`config.mk`:
```
export PLATFORM = sky130hd
export DESIGN_NAME = carrier_gen_ncarr
export DESIGN_NICKNAME = d
export VERILOG_FILES = /design/src/rtl/carrier_gen_ncarr_pkg.sv /design/src/rtl/carrier_gen_ncarr_cnt.sv /design/src/rtl/carrier_gen_ncarr.sv
export SDC_FILE = /design/constraint.sdc
export NUM_CORES = 1
export LEC_CHECK = 0
export ABC_AREA = 0
export CORE_ASPECT_RATIO = 1.2
export CORE_UTILIZATION = 45
export CTS_BUF_LIST = sky130_fd_sc_hd__clkbuf_8 sky130_fd_sc_hd__clkbuf_16
export DETAILED_ROUTE_END_ITERATION = 12
export GPL_ROUTABILITY_DRIVEN = 0
export PLACE_DENSITY = 0.73
export SLEW_MARGIN = 25
export SYNTH_ARGS = -nofsm -noshare
export SYNTH_HDL_FRONTEND = slang
export SYNTH_SLANG_ARGS = --single-unit
export TNS_END_PERCENT = 1
```
`constraint.sdc`:
```
create_clock -name clk -period 3.15 [get_ports clk]
set_input_delay 0.315 -clock clk [delete_from_list [all_inputs] [get_ports clk]]
set_output_delay 0.315 -clock clk [all_outputs]
set_load 0.02 [all_outputs]
```
`src/rtl/carrier_gen_ncarr_pkg.sv`:
```
// Shared PWM carrier definitions: count/mask modes, on/off flags and
// default widths used by the multi-carrier generator.
package PKG_pwm;

    typedef enum logic [1:0] {
        CM_UP     = 2'd0,
        CM_DOWN   = 2'd1,
        CM_UPDOWN = 2'd2,
        CM_RSVD   = 2'd3
    } cmode_e;

    typedef enum logic [1:0] {
        MM_MIN    = 2'd0,
        MM_MAX    = 2'd1,
        MM_MINMAX = 2'd2,
        MM_RSVD   = 2'd3
    } mmode_e;

    typedef enum logic {
        PWM_OFF = 1'b0,
        PWM_ON  = 1'b1
    } onoff_e;

    localparam int DEF_WIDTH     = 16;
    localparam int DEF_NCARR     = 4;
    localparam int DEF_EVT_WIDTH = 4;

endpackage

```
`src/rtl/carrier_gen_ncarr_cnt.sv`:
```
// One carrier counter with direction flag; period and mode come
// from the shadow registers in the top.
module carrier_cnt_core
    import PKG_pwm::*;
#(
    parameter int WIDTH = DEF_WIDTH
) (
    input  logic             clk,
    input  logic             reset,
    input  logic             i_run,
    input  logic [WIDTH-1:0] i_period,
    input  logic [WIDTH-1:0] i_init,
    input  cmode_e           i_mode,
    output logic [WIDTH-1:0] o_carrier,
    output logic             o_dir
);

    localparam logic [WIDTH-1:0] ONE = WIDTH'(1);

    logic [WIDTH-1:0] r_c;
    logic             r_d;
    logic [WIDTH-1:0] w_nc;
    logic             w_nd;
    logic             w_up;
    logic             w_down;

    assign w_up   = (i_mode == CM_UP);
    assign w_down = (i_mode == CM_DOWN);

    always_comb begin
        w_nc = r_c;
        w_nd = r_d;
        if (!i_run) begin
            w_nc = (i_init > i_period) ? i_period : i_init;
            w_nd = !w_down;
        end else if (i_period == '0) begin
            w_nc = '0;
            w_nd = !w_down;
        end else if (r_c > i_period) begin
            // period shrank below the current count
            w_nc = w_up ? '0 : i_period;
            w_nd = w_up;
        end else if (w_up) begin
            w_nc = (r_c == i_period) ? '0 : r_c + ONE;
            w_nd = 1'b1;
        end else if (w_down) begin
            w_nc = (r_c == '0) ? i_period : r_c - ONE;
            w_nd = 1'b0;
        end else if (r_d) begin
            if (r_c >= i_period) begin
                w_nc = r_c - ONE;
                w_nd = 1'b0;
            end else begin
                w_nc = r_c + ONE;
            end
        end else if (r_c == '0) begin
            w_nc = r_c + ONE;
            w_nd = 1'b1;
        end else begin
            w_nc = r_c - ONE;
        end
    end

    always_ff @(posedge clk or negedge reset) begin
        if (!reset) begin
            r_c <= '0;
            r_d <= 1'b1;
        end else begin
            r_c <= w_nc;
            r_d <= w_nd;
        end
    end

    assign o_carrier = r_c;
    assign o_dir     = r_d;

endmodule

```
`src/rtl/carrier_gen_ncarr.sv`:
```
// Multi-carrier generator: NCARR phase-shifted counters sharing one
// period, with decimated mask event, shadowed config and irq.
module carrier_gen_ncarr
    import PKG_pwm::*;
#(
    parameter int WIDTH     = DEF_WIDTH,
    parameter int NCARR     = DEF_NCARR,
    parameter int EVT_WIDTH = DEF_EVT_WIDTH
) (
    input  logic                   clk,
    input  logic                   reset,
    input  logic [WIDTH-1:0]       period,
    input  logic [NCARR*WIDTH-1:0] initcarr,
    input  logic [EVT_WIDTH-1:0]   eventcount,
    input  logic [1:0]             countmode,
    input  logic [1:0]             maskmode,
    input  logic                   pwm_onoff,
    input  logic                   carr_onoff,
    input  logic                   int_onoff,
    output logic [NCARR*WIDTH-1:0] carrier,
    output logic [NCARR-1:0]       dir,
    output logic                   maskevent,
    output logic                   irq
);

    logic [WIDTH-1:0]       r_period;
    logic [NCARR*WIDTH-1:0] r_init;
    logic [EVT_WIDTH-1:0]   r_evt_lim;
    cmode_e                 r_cmode;
    mmode_e                 r_mmode;
    logic [EVT_WIDTH-1:0]   r_evt;
    logic                   r_mask;
    logic                   r_irq;

    logic [WIDTH-1:0] w_c0;
    logic             w_pt;
    logic             w_single;
    logic             w_fire;

    always_ff @(posedge clk or negedge reset) begin
        if (!reset) begin
            r_period  <= '0;
            r_init    <= '0;
            r_evt_lim <= '0;
            r_cmode   <= CM_UP;
            r_mmode   <= MM_MIN;
        end else if (!pwm_onoff || r_mask) begin
            r_period  <= period;
            r_init    <= initcarr;
            r_evt_lim <= eventcount;
            r_cmode   <= cmode_e'(countmode);
            r_mmode   <= mmode_e'(maskmode);
        end
    end

    for (genvar g = 0; g < NCARR; g++) begin : g_cnt
        carrier_cnt_core #(
            .WIDTH(WIDTH)
        ) u_cnt (
            .clk       (clk),
            .reset     (reset),
            .i_run     (carr_onoff),
            .i_period  (r_period),
            .i_init    (r_init[g*WIDTH+:WIDTH]),
            .i_mode    (r_cmode),
            .o_carrier (carrier[g*WIDTH+:WIDTH]),
            .o_dir     (dir[g])
        );
    end

    assign w_c0 = carrier[WIDTH-1:0];

    always_comb begin
        w_pt = 1'b0;
        unique case (r_mmode)
            MM_MIN:    w_pt = (w_c0 == '0);
            MM_MAX:    w_pt = (w_c0 == r_period);
            MM_MINMAX: w_pt = (w_c0 == '0) || (w_c0 == r_period);
            MM_RSVD:   w_pt = (w_c0 == '0) || (w_c0 == r_period);
        endcase
    end

    assign w_single = carr_onoff & pwm_onoff & w_pt;
    assign w_fire   = w_single & (r_evt >= r_evt_lim);

    always_ff @(posedge clk or negedge reset) begin
        if (!reset) begin
            r_evt  <= '0;
            r_mask <= 1'b0;
            r_irq  <= 1'b0;
        end else begin
            r_mask <= w_fire;
            r_irq  <= w_fire & int_onoff;
            if (!carr_onoff || !pwm_onoff) begin
                r_evt <= '0;
            end else if (w_single) begin
                r_evt <= w_fire ? '0 : r_evt + EVT_WIDTH'(1);
            end
        end
    end

    assign maskevent = r_mask;
    assign irq       = r_irq;

endmodule

```
==> flow_summary.toml <==
[clock_tree]
cts_tree = "built"
number_of_sinks_handled_by_clock_tree_synthesis = 162
clk_latency_ns = 0.46
cts.reportedPaths.clkPinSlew_ns = 0.07
ctsHtreeMaxLevel = 4
numCtsBuffers = 17
cts_root_cell = "clkbuf_16"
post-cts-setup-buffer-count = 0
maximum_buffer_depth_of_the_clock_tree = 2

[floorplan]
placement_rows = 70
chipWidth_um = 164
ios = 163
die-height_um = 197
floorplan_die_area_um2 = 32300
floorplan.core_area_um2 = 30700
start_util = 0.463

[synthesis]
synth_seq_area_share = 0.285
yosys_register_bits = 162
syn_area_per_cell_um2 = 8.65
syn-num-nets = 1882
post_synth_instance_area_um2 = 14200
synth.yosys.warnings = 0
synth.lib_cells_used.distinct = 90
synth_cells = 1644
synth_top_flop_cell = "dfrtp_1"
synth_async_sr_flop_share = 1.00
synth-edff-count = 0

[timing]
max_clock_freq_ghz = 0.315
timing_max_transition_violations_final = 0
post-route-period-util = 1.01
grt_setup_unrepaired = "yes"
setup_violation_total_in_the_final_timing_report = 1
final_count_of_hold_timing_violations = 0
slew-limit-headroom = 0.458
finalSetupTns_ns = -0.0198
timing.final.ws_setup_ns = -0.0198
timing.final.crit_period_ns = 3.17
worst-slew-pin-transition_ns = 0.813
finClkSkew_ns = 0.0130

[global_routing]
maximum_number_of_pins_on_one_net_before_global_route_repair = 81
grt_overflow = 0
grt_usage = 0.364
grt_first_pass_wirelength_um = 88300
via_count_of_the_first_global_routing_pass = 15100
grt_antenna_before_repair = 2

[layout]
fillerInstances = 2635
drive_above_1_share = 0.173
finalNetCount = 2130
finish.utilization = 0.582
area_growth_pct = 25.9
num_antenna_cells = 0

[flow_run]
maxCapViolCount = 0

[detailed_routing]
drtPass1Iterations = 6
antenna_violating_nets_post_route = 0
drt_first_iter_violations = 1852
routed_wire_length_per_instance_um = 24.9
post-route-drc-count = 0
dr_total_vias = 15500
detail_route.vias_per_cell = 6.75
final_wl_um = 57400

[pwr]
share_clk_of_total_power = 0.142
netSwitchingPower_mw = 7.25
total_leakage_power_nw = 7.61
seq_power_share = 0.221
internal_cell_power_mw = 7.96
swShare = 0.476
vdd.ir_drop.worst_mv = 0.400
power_density_nw_per_um2 = 850
comb_power_share = 0.637
finalPower_mw = 15.2

[setup_path]
worst_path_largest_cell_delay_ns = 0.66
critPathCaptureType = "register"
slowest_stage = "or4_4"
critical_path.n_buffers_inverters = 0
critPathLaunchType = "register"
critical-path-top-cell-by-count = "or4_4"
path_delay_family = "simple AND/OR/NAND/NOR gates"
timing_worst_setup_path_type = "reg2reg"
critPathArrivalTime_ns = 3.49
cp_data_required_time_ns = 3.47
crit_path_max_fanout = 9
timing.critical_path.cells = "or4_4, or3_1, or4_4, nor2_8, a21o_4, nor2_2, o31ai_1, o21ai_0"

[status]
result_of_the_run = "finished, violations left"
violations = "negative setup slack"

[placed_design]
buffer_ports.inserted = 162
detailedPlacementHpwl_um = 41800

[worst_hold_path]
hold_path.class = "in2reg"
==> placed cells by master (no fill, tap or decap), types with 9 or more instances in the layout <==
| master | Yosys | final |
|---|---|---|
| a21oi_1 | 85 | 83 |
| and2_1 | 12 | 11 |
| nor2_1 | 118 | 112 |
| nand2b_1 | 12 | 11 |
| o31ai_1 | 14 | 13 |
| a211oi_1 | 29 | 26 |
| or4_1 | 9 | 9 |
| mux2i_1 | 21 | 21 |
| ha_1 | 145 | 145 |
| and3_1 | 20 | 20 |
| a31oi_1 | 17 | 17 |
| o21ai_1 | 8 | 9 |
| nand4_1 | 39 | 39 |
| nor3_1 | 46 | 45 |
| a21o_1 | 14 | 14 |
| or3_1 | 10 | 9 |
| mux2_2 | 67 | 67 |
| and4_1 | 10 | 9 |
| inv_1 | 44 | 44 |
| xor2_1 | 44 | 44 |
| clkbuf_16 | 0 | 17 |
| buf_4 | 6 | 169 |
| a22o_1 | 10 | 10 |
| dfrtp_1 | 158 | 158 |
| nor4_1 | 23 | 22 |
| o221ai_1 | 9 | 9 |
| nand3_1 | 52 | 51 |
| o211ai_1 | 17 | 17 |
| a22oi_1 | 29 | 29 |
| o21ai_0 | 116 | 115 |
| clkdlybuf4s50_1 | 0 | 161 |
| nand2_1 | 139 | 139 |
| xnor2_1 | 52 | 52 |
| a221o_1 | 22 | 22 |
==> per-stage QoR <==
step	cell area [um2]	instances	setup WS, ns	hold slack, ns
detailed placement	17200	2268	-0.0278	0.424
global route	17900	2300	-0.0883	0.423
global placement	17200	2268	0.0667	0.420
floorplan	14200	1644	0.00526	0.0194
finish	17900	2300	-0.0198	0.416
CTS	17800	2300	0.0264	0.417
==> cell families after synthesis <==
| kind of cell | after synthesis | synth area share |
|---|---|---|
| AO/OA/AOI/OAI | 471 | 0.225 |
| adder cells (fa/ha/maj) | 145 | 0.128 |
| multiplexers | 88 | 0.0678 |
| buffers and inverters | 152 | 0.0447 |
| XOR/XNOR | 97 | 0.0603 |
| flip-flops | 162 | 0.285 |
| AND/OR/NAND/NOR | 529 | 0.189 |
==> what timing repair did <==
action,CTS,global route
gates resized for setup,2,25
hold buffers,1,0
hold endpoints to repair,77,0
gates cloned,0,0
setup endpoints to repair,15,59
==> cell usage after synthesis, drive strengths merged, types with 9 or more instances <==
library cell	number	area, um2
ha	145	1810
xor2	44	385
nor3	47	240
clkbuf	83	312
o21ai	127	647
nor4	26	190
a22o	10	87.6
a22oi	29	218
o211ai	17	128
dfrtp	158	3950
and2	14	90.1
a221o	22	220
nor2	121	480
xnor2	53	472
buf	23	151
or4	11	90.1
inv	44	165
nand4	39	244
o31ai	14	105
o221ai	9	78.8
mux2i	21	210
a211oi	31	243
a31oi	17	106
nand2	140	533
and4	10	87.6
nand3	52	260
or3	11	73.8
mux2	67	754
and3	20	125
nand2b	12	75.1
a21o	15	120
a21oi	87	443
==> power groups by stage <==
stage / logic (mW) / registers, mW / clock network, mW
floorplan: 5.09 / 3.71 / 0
global placement: 9.06 / 3.33 / 0
detailed placement: 9.24 / 3.34 / 0
CTS: 9.34 / 3.30 / 2.15
global route: 10.4 / 3.40 / 2.23
finish: 9.69 / 3.36 / 2.16
==> path summary, 6_finish.rpt <==
path                                              from                          end  slack [ns]  depth (start not counted)
max                        g_cnt[3].u_cnt.o_carrier[8]  g_cnt[3].u_cnt.o_carrier[6]       -0.02                          8
min                                          int_onoff                          irq        0.42                          2
max reg2reg                g_cnt[3].u_cnt.o_carrier[8]  g_cnt[3].u_cnt.o_carrier[6]       -0.02                          8
min reg2reg                               r_evt_lim[0]                 r_evt_lim[0]        0.54                          1
max in group asynchronous                        reset         g_cnt[2].u_cnt.o_dir        1.62                          3
min in group asynchronous                        reset                    r_init[7]        0.48                          2
==> state kept, by name (all words and copies together), names as in the netlist <==
name / cells
r_init: 64
g_cnt.u_cnt.o_dir: 4
r_mmode: 2
r_cmode: 2
r_evt_lim: 4
g_cnt.u_cnt.o_carrier: 64
irq: 1
maskevent: 1
r_evt: 4
r_period: 16
==> area by class of cell <==
class | count | area, um2 | share of cell area
Multi-Input combinational cell | 1330 | 9640 | 0.538
Sequential cell | 162 | 4060 | 0.227
Timing Repair Buffer | 335 | 2960 | 0.165
Tap cell | 396 | 495 | 0.0277
Clock buffer | 18 | 439 | 0.0245
Inverter | 46 | 173 | 0.00964
Clock inverter | 13 | 139 | 0.00776
==> metal layers <==
metal,wire length [um],track usage
met4,4490,0.228
met5,18,0
met2,24800,0.547
met3,6930,0.0869
met1,21100,0.466
No activity file was read; power rests on OpenSTA's default activity.
